[src/rtl/fetch_pkg.sv]
// Shared widths, opcode constant and FSM state type for the instruction fetch slice.
// Latency: none, definitions only.
// Backpressure: none, definitions only.
package fetch_pkg;

    localparam int DEF_ADDR_W  = 16;
    localparam int DEF_INSTR_W = 16;
    localparam int DEF_OFF_W   = 8;

    // Major opcode of the PC-relative branch family (top nibble of an instruction).
    localparam logic [3:0] OP_BR = 4'hC;

    typedef enum logic [1:0] {
        IDLE = 2'd0,
        REQ  = 2'd1,
        WAIT = 2'd2
    } fetch_state_e;

    function automatic logic is_branch_op(input logic [3:0] opcode);
        return opcode == OP_BR;
    endfunction

endpackage

[src/rtl/fetch_fifo.sv]
// Generic synchronous FIFO with occupancy count; head data is the stored entry at the read pointer.
// Latency: a pushed entry is visible at the head one cycle after the push edge.
// Backpressure: pop only when head_vld & pop_rdy; pushes into a full FIFO are dropped (callers check count).
module fetch_fifo #(
    parameter int  WIDTH = 32,
    parameter int  DEPTH = 4,
    localparam int PTR_W = $clog2(DEPTH),
    localparam int CNT_W = PTR_W + 1
) (
    input  logic             clk,
    input  logic             rst_n,
    input  logic             push_vld,
    input  logic [WIDTH-1:0] push_dat,
    input  logic             pop_rdy,
    output logic             head_vld,
    output logic [WIDTH-1:0] head_dat,
    output logic [CNT_W-1:0] count
);

    logic [WIDTH-1:0] mem [DEPTH];
    logic [PTR_W-1:0] wr_ptr;
    logic [PTR_W-1:0] rd_ptr;
    logic             full;
    logic             do_push;
    logic             do_pop;

    assign head_vld = (count != '0);
    assign full     = (count == CNT_W'(DEPTH));
    assign do_pop   = pop_rdy & head_vld;
    assign do_push  = push_vld & (~full | do_pop);
    assign head_dat = mem[rd_ptr];

    // Storage array; contents are don't-care until covered by the count.
    always_ff @(posedge clk) begin
        if (do_push) begin
            mem[wr_ptr] <= push_dat;
        end
    end

    // Pointers and occupancy; DEPTH is a power of two so pointers wrap naturally.
    always_ff @(posedge clk) begin
        if (!rst_n) begin
            wr_ptr <= '0;
            rd_ptr <= '0;
            count  <= '0;
        end else begin
            if (do_push) begin
                wr_ptr <= wr_ptr + PTR_W'(1);
            end
            if (do_pop) begin
                rd_ptr <= rd_ptr + PTR_W'(1);
            end
            case ({do_push, do_pop})
                2'b10:   count <= count + CNT_W'(1);
                2'b01:   count <= count - CNT_W'(1);
                default: count <= count;
            endcase
        end
    end

endmodule

[src/rtl/instr_fetch_unit.sv]
// Instruction fetch: owns the PC, issues single outstanding memory reads, predecodes branches, buffers {PC, instr}.
// Latency: REQ->GNT->RVALID, at best one instruction every 2 cycles; head visible the cycle after RVALID.
// Backpressure: INSTR_READY low fills the fetch buffer, then fetch parks in IDLE; optional perf counters under FETCH_PERF_CNT_EN.
module instr_fetch_unit
    import fetch_pkg::*;
#(
    parameter int               ADDR_W       = DEF_ADDR_W,
    parameter int               INSTR_W      = DEF_INSTR_W,
    parameter int               OFF_W        = DEF_OFF_W,
    parameter int               FIFO_DEPTH   = 4,
    parameter logic [ADDR_W-1:0] RESET_VECTOR = '0
) (
    input  logic               CLK,
    input  logic               RESET_N,
    output logic [ADDR_W-1:0]  PC,
    output logic               BRANCH,
    output logic [OFF_W-1:0]   OFFSET,
    input  logic [ADDR_W-1:0]  NEXT_PC,
    output logic               MEM_REQ,
    output logic [ADDR_W-1:0]  MEM_ADDR,
    input  logic               MEM_GNT,
    input  logic               MEM_RVALID,
    input  logic [INSTR_W-1:0] MEM_RDATA,
    output logic               INSTR_VALID,
    input  logic               INSTR_READY,
    output logic [INSTR_W-1:0] INSTR,
    output logic [ADDR_W-1:0]  INSTR_PC,
    output logic [15:0]        FETCH_CNT,
    output logic [15:0]        BRANCH_CNT
);

    localparam int CNT_W = $clog2(FIFO_DEPTH) + 1;

    typedef struct packed {
        logic [ADDR_W-1:0]  pc;
        logic [INSTR_W-1:0] instr;
    } fetch_entry_t;

    fetch_state_e      state_q;
    fetch_state_e      state_d;
    logic [ADDR_W-1:0] pc_q;
    logic [CNT_W-1:0]  fifo_count;
    logic              rsp_accept;
    logic              is_br;
    logic              fifo_has_room;
    logic              room_after_push;
    fetch_entry_t      push_entry;
    fetch_entry_t      head_entry;

    // A response only counts while waiting for it; anything else is a leftover from before a reset.
    assign rsp_accept      = RESET_N & (state_q == WAIT) & MEM_RVALID;
    assign is_br           = is_branch_op(MEM_RDATA[INSTR_W-1 -: 4]);
    assign fifo_has_room   = (fifo_count < CNT_W'(FIFO_DEPTH));
    // Room is guaranteed at push time, so after the push there is space unless this fills the last slot without a pop.
    assign room_after_push = (fifo_count < CNT_W'(FIFO_DEPTH - 1)) | (INSTR_VALID & INSTR_READY);

    assign PC       = pc_q;
    assign MEM_ADDR = pc_q;

    // Next-state, request and branch predecode; the branch offset closes the loop through progCntr combinationally.
    always_comb begin
        state_d = state_q;
        MEM_REQ = 1'b0;
        BRANCH  = 1'b0;
        OFFSET  = '0;
        case (state_q)
            IDLE: begin
                if (fifo_has_room) begin
                    state_d = REQ;
                end
            end
            REQ: begin
                MEM_REQ = 1'b1;
                if (MEM_GNT) begin
                    state_d = WAIT;
                end
            end
            WAIT: begin
                if (MEM_RVALID) begin
                    state_d = room_after_push ? REQ : IDLE;
                    if (is_br) begin
                        BRANCH = 1'b1;
                        OFFSET = MEM_RDATA[OFF_W-1:0];
                    end
                end
            end
            default: begin
                state_d = IDLE;
            end
        endcase
        // Nothing leaves the block while reset is held, whatever state the register is in.
        if (!RESET_N) begin
            MEM_REQ = 1'b0;
            BRANCH  = 1'b0;
            OFFSET  = '0;
        end
    end

    // FSM state register.
    always_ff @(posedge CLK) begin
        if (!RESET_N) begin
            state_q <= IDLE;
        end else begin
            state_q <= state_d;
        end
    end

    // PC advances to progCntr's result on the same edge the fetched instruction is buffered.
    always_ff @(posedge CLK) begin
        if (!RESET_N) begin
            pc_q <= RESET_VECTOR;
        end else if (rsp_accept) begin
            pc_q <= NEXT_PC;
        end
    end

    assign push_entry.pc    = pc_q;
    assign push_entry.instr = MEM_RDATA;

    fetch_fifo #(
        .WIDTH ($bits(fetch_entry_t)),
        .DEPTH (FIFO_DEPTH)
    ) u_fetch_fifo (
        .clk      (CLK),
        .rst_n    (RESET_N),
        .push_vld (rsp_accept),
        .push_dat (push_entry),
        .pop_rdy  (INSTR_READY),
        .head_vld (INSTR_VALID),
        .head_dat (head_entry),
        .count    (fifo_count)
    );

    assign INSTR    = head_entry.instr;
    assign INSTR_PC = head_entry.pc;

`ifdef FETCH_PERF_CNT_EN
    logic [15:0] fetch_cnt_q;
    logic [15:0] branch_cnt_q;

    // Saturating perf counters: accepted fetches and predecoded branches.
    always_ff @(posedge CLK) begin
        if (!RESET_N) begin
            fetch_cnt_q  <= '0;
            branch_cnt_q <= '0;
        end else begin
            if (rsp_accept && (fetch_cnt_q != 16'hFFFF)) begin
                fetch_cnt_q <= fetch_cnt_q + 16'd1;
            end
            if (BRANCH && (branch_cnt_q != 16'hFFFF)) begin
                branch_cnt_q <= branch_cnt_q + 16'd1;
            end
        end
    end

    assign FETCH_CNT  = fetch_cnt_q;
    assign BRANCH_CNT = branch_cnt_q;
`else
    assign FETCH_CNT  = 16'h0;
    assign BRANCH_CNT = 16'h0;
`endif

endmodule

[config.mk]
export PLATFORM = sky130hd
export DESIGN_NAME = instr_fetch_unit
export DESIGN_NICKNAME = d
export VERILOG_FILES = /design/src/rtl/fetch_pkg.sv /design/src/rtl/fetch_fifo.sv /design/src/rtl/instr_fetch_unit.sv
export SDC_FILE = /design/constraint.sdc
export NUM_CORES = 1
export LEC_CHECK = 0
export ABC_CLOCK_PERIOD_IN_PS = 2940
export CAP_MARGIN = 20
export CORE_ASPECT_RATIO = 1.25
export CORE_UTILIZATION = 52
export CTS_BUF_LIST = sky130_fd_sc_hd__clkbuf_8
export DETAILED_ROUTE_END_ITERATION = 7
export PLACE_DENSITY = 0.82
export SLEW_MARGIN = 20
export SYNTH_ARGS = -nofsm -noshare
export SYNTH_HDL_FRONTEND = slang
export SYNTH_SLANG_ARGS = --single-unit
[constraint.sdc]
create_clock -name CLK -period 2.94 [get_ports CLK]
set_input_delay 0.588 -clock CLK [delete_from_list [all_inputs] [get_ports CLK]]
set_output_delay 0.588 -clock CLK [all_outputs]
set_load 0.005 [all_outputs]
==> flow_summary.yaml <==
outcome:
  outcome: "finished clean"
grt:
  grt_use_total_pct: 18.5
  grt_max_degree: 28
  grt_pass1_vias: 3396
  grt_pass1_wl_mm: 17.1
  overflow: 0
  antenna_found_initial: 0
placement:
  pre_cts_ws_ps: -53.0
  gp_congestion: 0.676
  place_inst: 620
  hpwl_mm: 7.27
  numPortBuffers: 111
layout:
  fin_cells: 654
  fillers: 785
  final_util_pct: 67.7
  areaGrowthSynthToFinish_pct: 25.7
  layout.nets: 524
  drive_above_1_share_pct: 17.6
  diodes: 0
worst_setup_path:
  worst-path-max-fanout: 5
  start_kind: "primary input"
  cp.required_ps: 2350
  critPathKind: "primary input to output port"
  arrival_ps: 2270
  endpoint_kind: "output port"
drt:
  wl_per_cell_um: 17.1
  drt_iter0_markers: 166
  num_vias: 3361
  ant_nets: 0
  drt_pass1_iterations: 4
  vias_per_cell: 5.14
  wirelength_mm: 11.2
  drcViolationCount: 0
floorplan:
  core_um2: 11700
  die_y_um: 125
  rows: 44
  start_util_pct: 53.8
  die-area_um2: 12500
  io_pins: 144
  dieWidth_um: 100
synthesis:
  synthCells: 364
  synth_edf_count: 128
  synth.distinct_cells: 33
  syn_avg_cell_area_um2: 17.3
  synth_seq_cells: 155
  synth_area_um2: 6280
  yosysSeqAreaShare_pct: 69.8
  yosys_warnings: 0
  ys.flop_type: "edfxtp_1"
  synthArstFlopShare_pct: 0
clock_tree:
  cts.sinks: 155
  htreeDepth: 4
  cts_root_buf: "clkbuf_8"
  clk_latency_ps: 430
  path_clk_slew_ps: 80
  clk_path_buf_depth: 2
  cts_buffers: 17
  cts_tree: "yes"
  cts-hold-fix-buffers: 0
sta:
  setup_viol: 0
  slew_headroom_pct: 54.2
  post-route-period-util_pct: 97.3
  fin_skew_ps: 13.2
  slew_viol_final: 0
  worst_pin_slew_ps: 687
  hold_viol: 0
  setup_ws_ps: 78.6
  period_minus_slack_ps: 2860
  fmax_mhz: 349
  hold-worst-slack_ps: 477
power:
  p_per_area_nw_per_um2: 518
  peakVddDrop_v: 0.000304
  leakage_uw: 0.00259
job:
  maxCapViolCount: 0
worst_hold_path:
  hp-class: "primary input to flop"
## cell type report
type | count | area [um^2] | area share, %
clock buffers | 17 | 234 | 2.96
clock inverters | 14 | 129 | 1.63
inverters | 8 | 30.0 | 0.380
multi-input cells | 170 | 1550 | 19.6
flip-flops and latches | 155 | 4390 | 55.5
well taps | 161 | 201 | 2.55
repair buffers | 129 | 1370 | 17.4
## where the power goes
part	total [uW]	internal, uW	switching [uW]	leakage [uW]
Combinational	227	138	88.2	0.00106
Clock	1470	737	732	0.000186
Sequential	2400	2380	20.0	0.00134
## logic make-up (layout without fill, tap and decap cells)
family	Yosys count	count (layout)	synth area share [%]
multiplexers	33	33	11.6
buffers and inverters	70	168	7.71
other	1	32	0.0597
XOR/XNOR	4	4	0.558
flip-flops	155	155	69.8
adder cells (fa/ha/maj)	6	6	1.31
AO/OA/AOI/OAI	27	27	3.09
AND/OR/NAND/NOR	68	68	5.87
## cell usage after synthesis, types with 2 or more instances
| cell | instances | share of area [%] |
|---|---|---|
| a21boi_1 | 18 | 2.2 |
| a21oi_1 | 2 | 0.16 |
| and2_1 | 15 | 1.5 |
| buf_2 | 6 | 0.48 |
| buf_4 | 51 | 6.1 |
| buf_6 | 3 | 0.54 |
| clkbuf_1 | 2 | 0.12 |
| dfxtp_1 | 27 | 8.6 |
| edfxtp_1 | 128 | 61 |
| ha_1 | 5 | 1.0 |
| inv_1 | 8 | 0.48 |
| mux4_2 | 32 | 11 |
| nand2_1 | 36 | 2.2 |
| nor2_1 | 3 | 0.18 |
| nor2b_1 | 4 | 0.40 |
| o21ai_0 | 3 | 0.24 |
| or3_1 | 3 | 0.30 |
| xnor2_1 | 3 | 0.42 |
## placed cells by master, fill, tap and decap left out, drive strengths merged, types with 2 or more instances in the layout
cell,n
mux4,32
a21oi,2
dlymetal6s2s,3
inv,10
bufinv,2
clkbuf,18
a21boi,18
edfxtp,128
nor2b,4
conb,32
xnor2,3
dfxtp,27
clkinv,9
nand2,36
clkdlybuf4s50,107
and2,15
ha,5
buf,17
o21ai,3
nor2,3
or3,3
## per-stage QoR
| step | TNS [ps] | instance area (um^2) | power, uW |
|---|---|---|---|
| CTS | 0 | 7850 | 4120 |
| floorplan | 0 | 6400 | 2570 |
| global route | -1.85 | 7900 | 4220 |
| detailed placement | -262 | 7480 | 2670 |
| global placement | -195 | 7480 | 2660 |
| finish | 0 | 7900 | 4090 |
## flip-flops by register name (all words and copies together), names as in the netlist, named ones only
signal and flops:
u_fetch_fifo.mem 128, MEM_ADDR 16, u_fetch_fifo.count 3, state_q 2, u_fetch_fifo.rd_ptr 2, u_fetch_fifo.wr_ptr 2
## metal layers
| layer | vias to the layer above | global-route usage [%] | routed length (um) |
|---|---|---|---|
| met5 | - | 0 | 0 |
| met4 | 0 | 7.08 | 195 |
| met3 | 17 | 5.84 | 720 |
| met2 | 143 | 30.7 | 5740 |
| met1 | 1683 | 22.3 | 4540 |
| li1 | 1518 | - | - |
## timing repair
action | 4_1_cts | 5_1_grt
pin swaps | 0 | 1
setup endpoints to repair | 8 | 5
cloned | 0 | 2
setup buffers | 0 | 1
resized for setup | 3 | 3
## critical path: stages
cell and delay (ps):
clkdlybuf4s50_1 520, nor4_4 350, buf_2 200, and2_1 120, clkdlybuf4s50_1 490
## worst paths after layout
kind                          start                 endpoint  slack, ps  cells after the start
min reg2reg  u_fetch_fifo.wr_ptr[1]   u_fetch_fifo.wr_ptr[1]        510                      2
max reg2reg   u_fetch_fifo.count[2]    u_fetch_fifo.count[2]        660                      9
min                   MEM_RDATA[14]  u_fetch_fifo.mem[0][14]        480                      1
max                   MEM_RDATA[12]                OFFSET[7]         80                      5
Note: power is estimated with default switching activity, not from simulation.
